<file path="src/rtl/mac_accumulator.sv">
// mac_accumulator: sums LEN consecutive 8-bit products into an ACC_W-bit
// accumulator and presents each completed sum, with a sticky carry-out flag,
// on a valid/ready output handshake.
module mac_accumulator #(
  parameter int ACC_W = 12,
  parameter int LEN   = 4
) (
  input  logic             clk,
  input  logic             rst_n,
  input  logic             clear,
  input  logic             in_valid,
  output logic             in_ready,
  input  logic [7:0]       prod,
  output logic             out_valid,
  input  logic             out_ready,
  output logic [ACC_W-1:0] result,
  output logic             ovf
);

  localparam int         SUM_W = ACC_W + 1;
  localparam logic [7:0] LAST  = 8'(LEN - 1);

  typedef enum logic {ACCUM, DONE} state_t;

  state_t           state, state_nx;
  logic [ACC_W-1:0] acc, acc_nx;
  logic [7:0]       cnt, cnt_nx;
  logic             ovf_r, ovf_nx;
  logic             accept;
  logic [ACC_W:0]   sum;

  // One extra bit captures the carry-out of each addition.
  assign sum = {1'b0, acc} + SUM_W'(prod);

  // State register, accumulator, product counter and sticky overflow.
  always_ff @(posedge clk or negedge rst_n) begin
    if (!rst_n) begin
      state <= ACCUM;
      acc   <= '0;
      cnt   <= '0;
      ovf_r <= 1'b0;
    end else begin
      state <= state_nx;
      acc   <= acc_nx;
      cnt   <= cnt_nx;
      ovf_r <= ovf_nx;
    end
  end

  // Handshake decode and next-state logic; clear overrides everything.
  always_comb begin
    state_nx  = state;
    acc_nx    = acc;
    cnt_nx    = cnt;
    ovf_nx    = ovf_r;
    in_ready  = (state == ACCUM) && !clear;
    out_valid = (state == DONE);
    accept    = in_valid && in_ready;

    if (clear) begin
      state_nx = ACCUM;
      acc_nx   = '0;
      cnt_nx   = '0;
      ovf_nx   = 1'b0;
    end else begin
      case (state)
        ACCUM: begin
          if (accept) begin
            acc_nx = sum[ACC_W-1:0];
            ovf_nx = ovf_r | sum[ACC_W];
            if (cnt == LAST) begin
              state_nx = DONE;
              cnt_nx   = '0;
            end else begin
              cnt_nx = cnt + 8'd1;
            end
          end
        end
        DONE: begin
          if (out_ready) begin
            state_nx = ACCUM;
            acc_nx   = '0;
            ovf_nx   = 1'b0;
          end
        end
        default: state_nx = ACCUM;
      endcase
    end
  end

  assign result = acc;
  assign ovf    = ovf_r;

endmodule
</file>
<file path="config.mk">
export PLATFORM = sky130hd
export DESIGN_NAME = mac_accumulator
export DESIGN_NICKNAME = d
export VERILOG_FILES = /design/src/rtl/mac_accumulator.sv
export SDC_FILE = /design/constraint.sdc
export NUM_CORES = 1
export LEC_CHECK = 0
export CAP_MARGIN = 20
export CORE_MARGIN = 3
export CORE_UTILIZATION = 50
export DETAILED_ROUTE_END_ITERATION = 8
export MAX_ROUTING_LAYER = met4
export PLACE_DENSITY = 0.9
export SYNTH_ARGS = -nofsm -noshare
export SYNTH_HDL_FRONTEND = slang
export SYNTH_SLANG_ARGS = --single-unit
</file>
<file path="constraint.sdc">
create_clock -name clk -period 4.55 [get_ports clk]
set_input_delay 0.455 -clock clk [delete_from_list [all_inputs] [get_ports clk]]
set_output_delay 0.455 -clock clk [all_outputs]
set_load 0.005 [all_outputs]
</file>
# [Word-level counts from Yosys, hierarchy flattened]
# Index checks and enable logic that the tools add are counted.
[word_totals] ff_bits=22 wordCells=35 input_bits=13 out_inout_bits=15
[op_classes] eq_ne=4 reduce_logical=6 n_mux=17 bitwise_logic=2 addsub=2
[ops] cell="$mux W12" n=3
[ops] cell="$mux W8" n=4
[ops] cell="$pmux W12 S2" n=1
[ops] cell="$add A12 B8 Y13" n=1
[ops] cell="$add A8 B1 Y8 const B" n=1
[ops] cell="$eq A8 B2 Y1 const B" n=1
[ops] cell="$mux W1" n=7
[ops] cell="$ne A3 B3 Y1 const B" n=2
[ops] cell="$pmux W1 S2" n=2
[ops] cell="$reduce_and A2 Y1" n=2
[ops] cell="$logic_and A1 B1 Y1" n=2
[ops] cell="$ne A2 B2 Y1 const B" n=1
[ops] cell="$reduce_bool A2 Y1" n=1
[ops] cell="$logic_not A1 Y1" n=1
[ops] cell="$not A1 Y1" n=1
[ops] cell="$or A1 B1 Y1" n=1

# [Depth between registers and ports, before layout]
# Gate-level depths: netlist (run 1).
[logic_depth] word_depth=6 mapped_depth=7 ltp_nobuf=7

# [Worst setup path before layout (run 1)]
# OpenSTA, ideal clock, no wires.
[synth_timing] path_kind="input to register" from="input prod[0]" to="register ovf_r (netlist: ovf)" arrival_ns=1.712 cell_stages=7 t_required_ns=4.431 setup_ns=0.119 n_path_buf=0 path_slack_ns=2.720 path_cell_list="ha_1 > fa_1 > nand3_1 > a21oi_1 > o2111ai_1 > nor2_1 > o21a_1"
[synth_between] elab_chain_cells=5
[synth_lines] element="start: declaration" line="13" text="input logic [7:0] prod,"
[synth_lines] element="$add A12 B8 Y13" line="33" text="assign sum = {1'b0, acc} + SUM_W'(prod);"
[synth_lines] element="$or A1 B1 Y1" line="70" text="ovf_nx = ovf_r | sum[ACC_W];"
[synth_lines] element="$mux W1" line="68" text="if (accept) begin"
[synth_lines] element="$pmux W1 S2" line="66" text="case (state)"
[synth_lines] element="$mux W1" line="60" text="if (clear) begin"
[synth_lines] element="end signal: assignment" line="46" text="ovf_r <= ovf_nx;"
[synth_lines] element="end: declaration" line="28" text="logic ovf_r, ovf_nx;"
# Every way passes these cells. The select of a mux whose other input is x is not followed.
# A chain may end at the register's enable or synchronous reset.

# [Worst setup path after layout (run 1)]
[layout_timing] from="input clear" to="output in_ready"
[layout_between] elab_chain_cells=2
[layout_lines] element="start: declaration" line="10" text="input logic clear,"
[layout_lines] element="$logic_not A1 Y1" line="56" text="in_ready = (state == ACCUM) && !clear;"
[layout_lines] element="$logic_and A1 B1 Y1" line="56"
[layout_lines] element="end: declaration" line="12" text="output logic in_ready,"
# Every way passes these cells.

==> summary.md, run 1 <==
| Metric | Value |
|---|---|
| Areal power density over the cells | `286.4 nW/um2` |
| Leakage power | `0.7474 nW` |
| Dpl cells | `181` |
| Number of setup violations in the final report | `0` |
| Net count after synthesis | `151` |
| Number of maximum-capacitance violations | `0` |
| Launch point of the worst reg-to-reg path | `result[0]` |
| # clock sinks | `22` |
| Cell at the root of the clock tree | `clkbuf_4` |
| RD Place Congestion | `0.7907` |
| Outcome | `completed` |
| Most common cell in the synthesized netlist | `dfrtp_1` |
| Vias in the first global route | `roughly 1,000` |
| Core Footprint | `2340 um2` |
| Proportion of netlist area held by the largest area contributor | `42.27%` |
| Async S/R FF share, synth | `between 90% and 100%` |
| Layout Cell Area excl Fill | `approximately 1700 um2` |
| Biggest area contributors in the synthesized netlist | `dfrtp_1 42%, ha_1 8.6%, a22o_1 5.4%` |
| Cell area reported after detailed placement | `1599 um2` |
| DP HPWL | `2066 um` |
| CTS tree | `built` |
| Area Overhead vs Synth | `26.70%` |
| Largest area contributor in the synthesized netlist | `dfrtp_1` |
| Max transition margin | `between 50% and 60%` |
| Area share of and/or/nand/nor cells after synthesis | `17.29%` |
| Library cells used by synthesis | `35` |
| Antenna violations before repair | `0` |
| Pin count of the biggest net entering global routing | `23` |
| Area used by multi-input combinational logic | `739.5 um2` |
| Unrepaired setup endpoints after global routing | `no` |
| Fraction of layout instances using a drive strength above 1 | `7.595%` |
| Post-route fraction of the period consumed by the critical path | `48.57%` |
| Register-to-Register Path Depth | `7` |
| Worst flop-to-flop path endpoint | `ovf` |
| Starting utilization of the core area | `55.67%` |
| Skew-Pair Late Insertion Delay | `0.32 ns` |
| Global-route wire length before repair | `4767 um` |
| Mapped Area | `around 1300 um2` |
| Worst Setup EP | `in_ready` |
| Worst-case clock skew | `0.006460 ns` |
| Top-level I/O count | `28` |
| Fraction of synthesized area in multiplexers | `0.7685%` |
| Worst setup path class | `in -> out` |
| Hold_buf cts | `0` |
| FF+latch area | `about 550 um2` |
| Dominant combinational cell family by area after synthesis | `compound AO/OA/AOI/OAI gates` |
| Clock buffer depth | `2` |
| Non-Filler Instances | `186` |
| Post-synthesis compound-gate area fraction | `19.79%` |
| Main synth FF type | `dfrtp_1` |
| Slew at the pin with the worst max-slew slack | `approximately 0.68 ns` |
| Number of setup buffers added after CTS | `0` |
| Antenna violation net count after detailed routing | `0` |
| Grt total ovfl | `0` |
| Vias per inst | `roughly 5.8` |
| Commonest cells post-synth | `22 x dfrtp_1, 16 x nor2_1, 10 x a21oi_1, 10 x nand2_1, 9 x ha_1` |
| Sum of routed wire length over all layers | `2777 um` |
| Core Util, Final | `70.53%` |
| WP data required | `4.09 ns` |
| Crit path max fanout | `12` |
| Count of input and output buffers | `27` |
| Pins over their slew limit | `0` |
| Flops & latches, synth | `22` |
| Adder-cell share of the synthesized area | `about a tenth` |
| Crit path DAT | `1.75 ns` |
| Number of cells upsized or downsized after cts | `0` |
| Worst IR drop on VDD | `about 0.00029 V` |
| Initial DRC count | `12` |
| Cells after Synth | `roughly 130` |
| Num CTS Buffers | `3` |
| Element type at the critical path end | `output pin` |
| EDFF count, synth | `0` |
| CTS H-Tree Depth | `1` |
| Die H | `~57 um` |
| Class of the worst hold path | `in -> async` |
| Site row count | `17` |
| Post-CTS clock slew at the launch and capture registers of the worst setup and hold paths | `0.13 ns` |
| Inserted Diodes | `0` |
| Number of vias in the routed layout | `1,074` |
| Top achievable clock speed | `about 450 MHz` |
| Drt wl/cell | `between 10 and 15 um` |
| Post-Synthesis Mean Instance Area | `10.18 um2` |
| Overall Global Routing Usage | `18.88%` |
| Net count reported at finish | `182` |
| Sum of internal, switching and leakage power | `around 0.47 mW` |
| DRT Pass-1 Iters | `6` |
| Count of yosys warnings during synthesis | `0` |
| Register area share after synthesis | `42.27%` |
| Setup TNS | `0 ns` |
| Overall die area | `3254 um2` |
| Count of fill cells added during filler insertion | `approximately 190` |
| Kind of start point of the critical path | `input pin` |
| Horizontal die dimension | `57.04 um` |
| Min Tclk post-route | `~2.2 ns` |
| Hold Violations, Final | `0` |
| Synth Area in XOR/XNOR | `around 9%` |
| DRC errors left | `0` |
| Setup slack of the worst register-to-register path | `2.65 ns` |
| Origin of the worst setup path | `clear` |
[cells by family (layout without fill, tap and decap cells)]
kind of cell    Yosys count  in the layout
fa+ha+maj                10             10
flops                    22             22
mux                       1              1
compound gates           36             36
buf+inv                   3             33
xor+xnor                 13             13
simple gates             43             43
[flip-flops by register name, summed over array words and instances, names as in the netlist]
signal and count:
cnt 8, out_valid 1, ovf 1, result 12
[final cells by class]
class / count / share of cell area, %
inverters: 1 / 0.2274
well taps: 28 / 2.123
clock buffers: 4 / 2.199
flip-flops and latches: 22 / 33.36
multi-input cells: 103 / 44.81
repair buffers: 28 / 17.29
[critical path: stages]
cell	delay [ns]
clkdlybuf4s50_1	0.61
nor2_1	0.18
clkdlybuf4s50_1	0.51
[placed cells by master (no fill, tap or decap), types with 2 or more instances in the layout]
master / synthesis / layout
o21a_1: 2 / 2
dfrtp_1: 22 / 22
a22o_1: 8 / 8
a31o_2: 2 / 2
nand2_1: 10 / 10
nor3_1: 2 / 2
nand2b_1: 3 / 3
nor2_1: 16 / 16
o2111ai_1: 2 / 2
xor2_1: 7 / 7
a21oi_1: 10 / 10
clkdlybuf4s50_1: 0 / 27
ha_1: 9 / 9
nand4_1: 5 / 5
xnor2_1: 6 / 6
a21o_1: 4 / 4
clkbuf_4: 0 / 3
[report_power, final]
| group | internal, mW | switching (mW) | leakage, nW |
|---|---|---|---|
| clock | 0.0489 | 0.0628 | 0.0210 |
| sequential | 0.208 | 0.0134 | 0.300 |
| combinational | 0.0747 | 0.0647 | 0.426 |
[stage by stage]
| step | hold WS [ns] | worst slack, ns |
|---|---|---|
| after global routing | 0.4957 | 2.254 |
| after CTS | 0.5252 | 2.337 |
| after global placement | 0.4812 | 2.224 |
| after floorplan | 0.1594 | 2.720 |
| final | 0.4736 | 2.340 |
| after detailed placement | 0.4960 | 2.186 |
[worst min path at each step]
stage / startpoint / depth (start not counted) / slack (ns) / endpoint
2_1_floorplan: rst_n / 0 / 0.16 / cnt[0]
3_3_place_gp: ovf / 1 / 0.48 / ovf
3_5_place_dp: ovf / 1 / 0.50 / ovf
4_1_cts: ovf / 1 / 0.53 / ovf
5_1_grt: rst_n / 1 / 0.50 / ovf
6_report: rst_n / 1 / 0.47 / result[10]
[metal layers]
| metal | global-route usage [%] | share of wire [%] | vias to the layer above |
|---|---|---|---|
| met5 | - | 0 | - |
| met2 | 33.44 | 51 | 28 |
| li1 | - | - | 528 |
| met3 | 5.204 | 4.9 | 2 |
| met4 | 1.987 | 0.43 | 0 |
| met1 | 22.05 | 43 | 516 |
(Power assumes the default switching activity.)
==> run 2: changes to the inputs <==
Settings changed: CORE_UTILIZATION 50 to 45, PLACE_DENSITY 0.9 to 0.86.
Clock period 4.55 ns to 1.78 ns, I/O delays scaled along.
==> run 2 against run 1 <==
  * Highest routed layer unchanged
  * Via count up 8.4%
  * Sequential cell count unchanged
  * Critical path type is now reg -> reg
  * Largest cell class unchanged
  * Die area up 9.9%
  * Hold slack worse by 0.28 ns
  * First-iteration DRC count rose to 3.1 times the previous value
  * Global-route usage down 0.66 points
  * Register-to-register slack worse by 2.6 ns
  * Sequential power rose to 2.6 times the previous value
==> summary.md, run 2 (same netlist as run 1, synthesis figures left out) <==
| Metric | Value |
|---|---|
| Core Footprint | `2613 um2 (+12%)` |
| Post-CTS clock slew at the launch and capture registers of the worst setup and hold paths | `0.13 ns (about the same)` |
| Class of the worst hold path | `in -> async` |
| Flip-flop count of the largest register, all copies and words added | `12 (unchanged)` |
| Skew-Pair Late Insertion Delay | `0.31 ns (about the same)` |
| Clock buffer depth | `2 (unchanged)` |
| Global-route track usage on met1 | `21.08% (-0.97 points)` |
| DRT Pass-1 Iters | `4 (-2)` |
| Unrepaired setup endpoints after global routing | `yes` |
| Dpl cells | `201 (+11%)` |
| Num CTS Buffers | `3 (unchanged)` |
| Number of setup violations in the final report | `0 (unchanged)` |
| CTS H-Tree Depth | `1 (unchanged)` |
| Pins over their slew limit | `0 (unchanged)` |
| Vias in the first global route | `1,171 (+12%)` |
| Kind of start point of the critical path | `flop` |
| Count of input and output buffers | `27 (unchanged)` |
| Drt wl/cell | `15.17 um (+1.6%)` |
| Worst slack, placed | `-0.2725 ns (-2.459 ns)` |
| Most heavily used metal layer in global routing | `met2` |
| Slew at the pin with the worst max-slew slack | `0.6157 ns (-0.06242 ns)` |
| Die H | `59.80 um (+4.8%)` |
| Grt total ovfl | `0 (unchanged)` |
| Global-route wire length before repair | `4850 um (+1.7%)` |
| Inserted Diodes | `0 (unchanged)` |
| Element type at the critical path end | `flop` |
| Commonest cells after routing, fill and taps aside | `27 x clkdlybuf4s50_1, 21 x dfrtp_1, 20 x buf_4, 16 x nor2_1, 10 x nand2_1` |
| Logic gate share of total power | `35.1% (+5.6 points)` |
| Outcome | `completed` |
| Number of vias in the routed layout | `1,164 (+8.4%)` |
| Top achievable clock speed | `around 570 MHz` |
| Min Tclk post-route | `1.760 ns` |
| Cell area reported after detailed placement | `1737 um2 (+8.6%)` |
| Max transition margin | `58.80% (+4.1 points)` |
| Setup TNS | `0 ns (unchanged)` |
| Internal Pwr Total | `0.9196 mW (+180%)` |
| Vias per inst | `5.623 (-2.6%)` |
| Post-route fraction of the period consumed by the critical path | `98.86%` |
| Fraction of layout instances using a drive strength above 1 | `24.29% (+17 points)` |
| Worst Slack Setup Final | `0.02035 ns (-2.320 ns)` |
| Net count reported at finish | `201 (+10%)` |
| Net switching share of the total power | `29.58% (-0.22 points)` |
| Initial DRC count | `37 (+25)` |
| DRC errors left | `0 (unchanged)` |
| Layout Cell Area excl Fill | `1846 um2 (+12%)` |
| Cell at the root of the clock tree | `clkbuf_4` |
| RD Place Congestion | `0.7994 (+1.1%)` |
| Launch point of the worst reg-to-reg path | `result[2]` |
| Crit path max fanout | `4 (-8)` |
| Origin of the worst setup path | `result[2]` |
| Seq pwr share | `43.5% (-3.4 points)` |
| Worst-case clock skew | `0.002623 ns (-0.003838 ns)` |
| Worst IR drop on VDD | `0.0005536 V (+93%)` |
| Number of maximum-capacitance violations | `0 (unchanged)` |
| Sum of routed wire length over all layers | `3141 um (+13%)` |
| CTS tree | `built` |
| Antenna violation net count after detailed routing | `0 (unchanged)` |
| Worst setup path class | `reg -> reg` |
| Part of the total power dissipated in the clock network | `21.4% (-2.2 points)` |
| Global-route track usage on met3 | `1.944% (-3.3 points)` |
| Non-Filler Instances | `207 (+11%)` |
| Most common cell after layout, fill and taps aside | `clkdlybuf4s50_1` |
| NetSw | `0.3863 mW (+170%)` |
| Area Overhead vs Synth | `41.69%` |
| Crit path DAT | `1.97 ns (+0.22 ns)` |
| Core Util, Final | `70.64% (+0.11 points)` |
| Overall Global Routing Usage | `18.23% (-0.66 points)` |
| Horizontal die dimension | `59.80 um (+4.8%)` |
| Overall die area | `3576 um2 (+9.9%)` |
| WP data required | `1.99 ns (-2.10 ns)` |
| Pin count of the biggest net entering global routing | `23 (unchanged)` |
| Areal power density over the cells | `707.6 nW/um2 (+150%)` |
| Site row count | `18 (+1)` |
| Global-route met2 utilization | `33.18% (-0.26 points)` |
| Starting utilization of the core area | `49.86% (-5.8 points)` |
| Antenna violations before repair | `0 (unchanged)` |
| Hold_buf cts | `0 (unchanged)` |
| # clock sinks | `22 (unchanged)` |
| Top-level I/O count | `28 (unchanged)` |
| Hold Violations, Final | `0 (unchanged)` |
| DP HPWL | `2300 um (+11%)` |
| Count of fill cells added during filler insertion | `208 (+11%)` |
| Leakage power | `0.8368 nW (+12%)` |
==> run 2: what timing repair did <==
item / CTS / global route
buffers inserted: 0 / 2
pin swaps: 1 / 3
setup endpoints to repair: 2 / 12
endpoints found under the hold margin: 0 / 0
resized for setup: 1 / 11
==> run 2: metrics by stage <==
stage / hold slack [ns] / total power [mW]
after global routing: 0.2137 / 1.376
after detailed placement: 0.4932 / 0.9991
final: 0.1977 / 1.306
after CTS: 0.1994 / 1.281
after global placement: 0.4777 / 0.9821
after floorplan: -0.1176 / 0.7819
==> run 2: worst paths after layout <==
path,slack [ns],to,cells past startpoint
setup / recovery,0.02,result[7],6
hold / removal,0.20,result[5],2
setup reg to reg,0.02,result[7],6
hold reg to reg,0.51,ovf,1
max in group asynchronous,1.35,result[1],2
min in group clk,0.51,ovf,1
==> run 2: power by group through the flow <==
stage | clock network (mW) | logic (mW) | registers [mW]
final | 0.280 | 0.459 | 0.568
after floorplan | 0 | 0.210 | 0.572
after global routing | 0.304 | 0.499 | 0.573
after detailed placement | 0 | 0.424 | 0.575
after CTS | 0.287 | 0.428 | 0.566
after global placement | 0 | 0.410 | 0.572
==> run 2: layer usage <==
layer	vias up	share of wire, %
met3	2	4.2
met2	21	55
met1	573	40
li1	568	-
met5	-	0
met4	0	0.38
==> run 2: critical path: stages (launching register included) <==
cell and delay, ns:
dfrtp_1 0.42, ha_1 0.35, o211ai_1 0.21, o21a_1 0.23, o21ai_0 0.12, xnor2_1 0.14
a22o_1 0.17
==> run 2: layout make-up <==
| type | count | area [um2] | area share [%] |
|---|---|---|---|
| Multi-Input combinational cell | 103 | 795.8 | 43.12 |
| Inverter | 1 | 3.754 | 0.2034 |
| Sequential cell | 22 | 551.8 | 29.90 |
| Timing Repair Buffer | 47 | 420.4 | 22.78 |
| Tap cell | 30 | 37.54 | 2.034 |
| Clock buffer | 4 | 36.28 | 1.966 |
